==> src/rtl/mini_mips_pkg.sv <==
// Shared Mini-MIPS definitions: requester encoding, arbiter states and
// default memory geometry.
package mini_mips_pkg;

  localparam int DEFAULT_ADDR_W = 8;
  localparam int DEFAULT_DATA_W = 32;

  typedef enum logic {
    OWNER_CPU = 1'b0,
    OWNER_LDR = 1'b1
  } owner_e;

  typedef enum logic {
    ARB_IDLE_RR,
    ARB_LOCK
  } arb_state_e;

endpackage

==> src/rtl/rr_arb2.sv <==
// Two-way round-robin picker: under contention the port that did not own
// the last grant wins. Purely combinational, one-hot or zero output.
module rr_arb2
  import mini_mips_pkg::*;
(
  input  logic   req0,
  input  logic   req1,
  input  owner_e last_owner,
  output logic   gnt0,
  output logic   gnt1
);

  assign gnt0 = req0 & (~req1 | (last_owner == OWNER_LDR));
  assign gnt1 = req1 & ~gnt0;

endmodule

==> src/rtl/mini_mips_dmem_arbiter.sv <==
// Shares the single-port data memory between the CPU load/store stage and
// the loader/debug port, with round-robin contention and bounded lock bursts.
module mini_mips_dmem_arbiter
  import mini_mips_pkg::*;
#(
  parameter int ADDR_W    = DEFAULT_ADDR_W,
  parameter int DATA_W    = DEFAULT_DATA_W,
  parameter int MAX_BURST = 4
) (
  input  logic              clk,
  input  logic              rst_n,
  input  logic              cpu_req,
  input  logic              cpu_we,
  input  logic [ADDR_W-1:0] cpu_addr,
  input  logic [DATA_W-1:0] cpu_wdata,
  output logic              cpu_gnt,
  output logic              cpu_rvalid,
  output logic [DATA_W-1:0] cpu_rdata,
  input  logic              ldr_req,
  input  logic              ldr_we,
  input  logic [ADDR_W-1:0] ldr_addr,
  input  logic [DATA_W-1:0] ldr_wdata,
  input  logic              ldr_lock,
  output logic              ldr_gnt,
  output logic              ldr_rvalid,
  output logic [DATA_W-1:0] ldr_rdata,
  output logic              mem_en,
  output logic              mem_we,
  output logic [ADDR_W-1:0] mem_addr,
  output logic [DATA_W-1:0] mem_wdata,
  input  logic [DATA_W-1:0] mem_rdata
);

  localparam int CNT_W = $clog2(MAX_BURST + 1);
  // cnt == CNT_LAST is the same test as cnt + 1 == MAX_BURST without widening.
  localparam logic [CNT_W-1:0] CNT_LAST = CNT_W'(MAX_BURST - 1);

  arb_state_e       state;
  owner_e           last_owner;
  logic [CNT_W-1:0] cnt;
  logic             rr_cpu;
  logic             rr_ldr;

  rr_arb2 u_rr_arb2 (
    .req0       (cpu_req),
    .req1       (ldr_req),
    .last_owner (last_owner),
    .gnt0       (rr_cpu),
    .gnt1       (rr_ldr)
  );

  always_comb begin
    // NOTE: every output of this block gets a default first so no latch is inferred.
    cpu_gnt = 1'b0;
    ldr_gnt = 1'b0;
    if (rst_n) begin
      if (state == ARB_LOCK) begin
        ldr_gnt = ldr_req;
      end else begin
        cpu_gnt = rr_cpu;
        ldr_gnt = rr_ldr;
      end
    end
  end

  assign mem_en    = cpu_gnt | ldr_gnt;
  assign mem_we    = cpu_gnt ? cpu_we    : (ldr_gnt ? ldr_we    : 1'b0);
  assign mem_addr  = cpu_gnt ? cpu_addr  : (ldr_gnt ? ldr_addr  : '0);
  assign mem_wdata = cpu_gnt ? cpu_wdata : (ldr_gnt ? ldr_wdata : '0);

  // Both ports see the memory output; only the strobes say whose read it was.
  assign cpu_rdata = mem_rdata;
  assign ldr_rdata = mem_rdata;

  always_ff @(posedge clk or negedge rst_n) begin
    if (!rst_n) begin
      state      <= ARB_IDLE_RR;
      last_owner <= OWNER_LDR;
      cnt        <= '0;
      cpu_rvalid <= 1'b0;
      ldr_rvalid <= 1'b0;
    end else begin
      // NOTE: non-blocking assignments so every register samples pre-edge values.
      cpu_rvalid <= cpu_gnt & ~cpu_we;
      ldr_rvalid <= ldr_gnt & ~ldr_we;
      case (state)
        ARB_IDLE_RR: begin
          if (cpu_gnt) begin
            last_owner <= OWNER_CPU;
          end else if (ldr_gnt) begin
            last_owner <= OWNER_LDR;
            if (ldr_lock) begin
              state <= ARB_LOCK;
              cnt   <= CNT_W'(1);
            end
          end
        end
        ARB_LOCK: begin
          // Idle lock cycles still burn budget, bounding the CPU stall.
          last_owner <= OWNER_LDR;
          cnt        <= cnt + CNT_W'(1);
          if (cnt == CNT_LAST || !ldr_lock) state <= ARB_IDLE_RR;
        end
        default: state <= ARB_IDLE_RR;
      endcase
    end
  end

endmodule

==> config.mk <==
export PLATFORM = sky130hd
export DESIGN_NAME = mini_mips_dmem_arbiter
export DESIGN_NICKNAME = d
export VERILOG_FILES = /design/src/rtl/mini_mips_pkg.sv /design/src/rtl/rr_arb2.sv /design/src/rtl/mini_mips_dmem_arbiter.sv
export SDC_FILE = /design/constraint.sdc
export NUM_CORES = 1
export LEC_CHECK = 0
export BUFFER_PORTS_ARGS = -buffer_cell sky130_fd_sc_hd__buf_2
export CAP_MARGIN = 0
export CORE_AREA = 2 2 89 91
export CTS_BUF_LIST = sky130_fd_sc_hd__clkbuf_16
export DETAILED_ROUTE_END_ITERATION = 12
export DIE_AREA = 0 0 91 93
export MAX_ROUTING_LAYER = met4
export PLACE_DENSITY = 0.83
export REMOVE_ABC_BUFFERS = 1
export SYNTH_ARGS = -nofsm -noshare
export SYNTH_HDL_FRONTEND = slang
export SYNTH_HIERARCHICAL = 1
export SYNTH_SLANG_ARGS = --single-unit
==> constraint.sdc <==
create_clock -name clk -period 3.9 [get_ports clk]
set_input_delay 0.585 -clock clk [delete_from_list [all_inputs] [get_ports clk]]
set_output_delay 0.585 -clock clk [all_outputs]
set_load 0.01 [all_outputs]
==> reports/metrics.yaml <==
final_nets: 465
ios: 229
wl_per_cell_um: 22.0
rsz0062_at_grt: "false"
pwr-share-seq_pct: 17.8
p_int_mw: 0.390
area_delta_synth_final_pct: 12.2
clock_sinks: 7
dp_slack_ns: 0.970
fin_cells: 445
crit_fanout: 24
setup_violations: 0
hold_viol: 0
netlist_area_sq_um: 2310
post_cts_resized: 0
cts_tree: "built"
design.core.area_sq_um: 7530
antenna_found_initial: 0
cts-hold-fix-buffers: 0
worst-endpoint-required_ns: 3.31
place_inst: 441
r2r_cells: 5
grt_pass1_vias: 2271
cts_root_buf: "clkbuf_16"
hp-class: "in2async"
numCtsBuffers: 3
finalCritPeriodShare_pct: 75.3
synth.distinct_cells: 28
drcViolationCount: 0
path_clk_slew_ns: 0.04
drt_iter0_drc: 109
drive_gt1_share_pct: 54.5
synth-edff-count: 0
finalWirelength_mm: 9.80
setup_ws_ns: 0.965
start_util_pct: 30.7
fin_util_pct: 34.4
clock_latency_ns: 0.23
cts_max_path_buffers: 2
crit_type: "in2out"
crit_path_end_kind: "output pin"
max_freq_mhz: 341
slew_headroom_pct: 53.8
num_rows: 32
synthTopCellsByArea: "o211ai_2 (22%), buf_4 (21%), nand4b_1 (16%)"
ir_worst_vdd_mv: 0.368
firstDrtPassIters: 4
p_comb_share_pct: 55.0
async_flop_share_pct: 100
antennaDiodeCount: 0
yosysWarnings: 6
switchingPower_mw: 0.261
gp_congestion: 0.797
track_usage_pct: 22.6
grt_overflow: 0
drtAntennaViolNets: 0
yosys_register_bits: 7
portBuffers: 132
cp-start-kind: "input port"
ys.flop_type: "dfrtp_1"
yosysMostFrequentCell: "buf_4"
cap_violations: 0
dieArea_sq_um: 8460
hpwlAfterDp_mm: 8.11
via_per_inst: 5.50
post-cts-setup-buffers: 0
leakage_nw: 1.42
holdWs_ns: 0.244
setup_tns_ns: 0
synth_top_area_cell: "o211ai_2"
syn-mean-instance-area_sq_um: 7.73
synth_common_cells: "buf_4 (65), inv_1 (44), nand4b_1 (41), nand4_1 (40), o211ai_2 (40)"
grt_max_degree: 49
cts_max_level: 1
status: "finished, final reports clean"
syn_inst: 299
fill_cells: 804
cp.arrival_ns: 2.35
synth_top_area_share_pct: 21.7
powerDensity_nw_per_um2: 251
clock-skew-final_ns: 0.00145
die_w_um: 91
ys_seq_area_share_pct: 7.63
layout_min_cycle_time_ns: 2.93
worst_pin_slew_ns: 0.693
sw_frac_of_total_pct: 40.1
die_h_um: 93
clock_power_share_pct: 27.2
num_vias: 2449
grt_pass1_wl_mm: 14.0
drv_slew: 0
-- kinds of logic after synthesis --
logic type               share of synthesized area (%)
AO/OA/AOI/OAI                                     24.7
adder cells (fa/ha/maj)                           1.08
buffers and inverters                             36.0
flip-flops                                        7.63
multiplexers                                     0.433
AND/OR/NAND/NOR                                   30.2
-- power groups by stage --
stage | clock, mW | sequential, mW | combinational [mW]
after floorplan | 0 | 0.117 | 0.188
after global placement | 0 | 0.115 | 0.344
after detailed placement | 0 | 0.117 | 0.358
after CTS | 0.179 | 0.116 | 0.359
after global routing | 0.183 | 0.121 | 0.393
final | 0.177 | 0.116 | 0.358
-- final cells by class --
type | count | area (sq um) | area share, %
timing repair buffer | 139 | 713 | 27.5
sequential | 7 | 178 | 6.85
inverter | 44 | 165 | 6.37
tap | 102 | 128 | 4.92
multi-input combinational | 149 | 1330 | 51.3
clock inverter | 1 | 3.75 | 0.145
clock buffer | 3 | 75.1 | 2.90
-- sequential cells by signal, summed over array words and instances (netlist names) --
name / cells
cnt: 3
cpu_rvalid: 1
last_owner: 1
ldr_rvalid: 1
state: 1
-- cell usage in the layout (no fill, tap or decap) --
cell type  synthesis  routed
a21boi_0           2       2
a21boi_4           0       1
a21o_1             2       2
and4b_1            1       1
buf_2             11     132
buf_4             65       7
clkbuf_16          0       3
dfrtp_1            6       5
dfrtp_2            0       1
dfstp_2            1       1
ha_1               2       2
inv_1             44      45
mux2i_1            1       1
nand2_1            4       4
nand2b_1           3       3
nand3b_1           1       1
nand4_1           40      40
nand4b_1          41      41
nand4bb_4          0       1
nor2_1             2       2
nor2b_1            1       1
nor3_1             1       1
o211ai_2          40      40
o21a_1             1       1
o21ai_0            2       2
o31ai_1            2       2
or2_2              1       1
-- critical path, stage by stage --
cell	delay, ns
buf_2	0.24
a21boi_4	0.59
nand4bb_4	0.28
buf_4	0.35
o211ai_2	0.14
buf_2	0.16
-- metrics by stage --
stage,power [mW],area (sq um)
2_1_floorplan,0.305,1640
3_3_place_gp,0.459,2510
3_5_place_dp,0.474,2510
4_1_cts,0.654,2590
5_1_grt,0.696,2590
6_report,0.651,2590
-- routing by layer --
metal	share of wire, %	vias up	global-route usage (%)
li1	-	1108	-
met1	36	1146	23.1
met2	45	185	35.3
met3	17	10	15.6
met4	2.0	0	6.19
met5	0	-	-
-- final timing paths --
path	from	end	slack, ns
min reg2reg	cnt[2]	cnt[2]	0.55
max reg2reg	last_owner	state	1.88
max	ldr_req	mem_wdata[6]	0.97
min	rst_n	cnt[0]	0.24
min in group clk	ldr_we	ldr_rvalid	0.52
max in group asynchronous	rst_n	ldr_rvalid	2.98
Power figures use the tool's default switching activity.
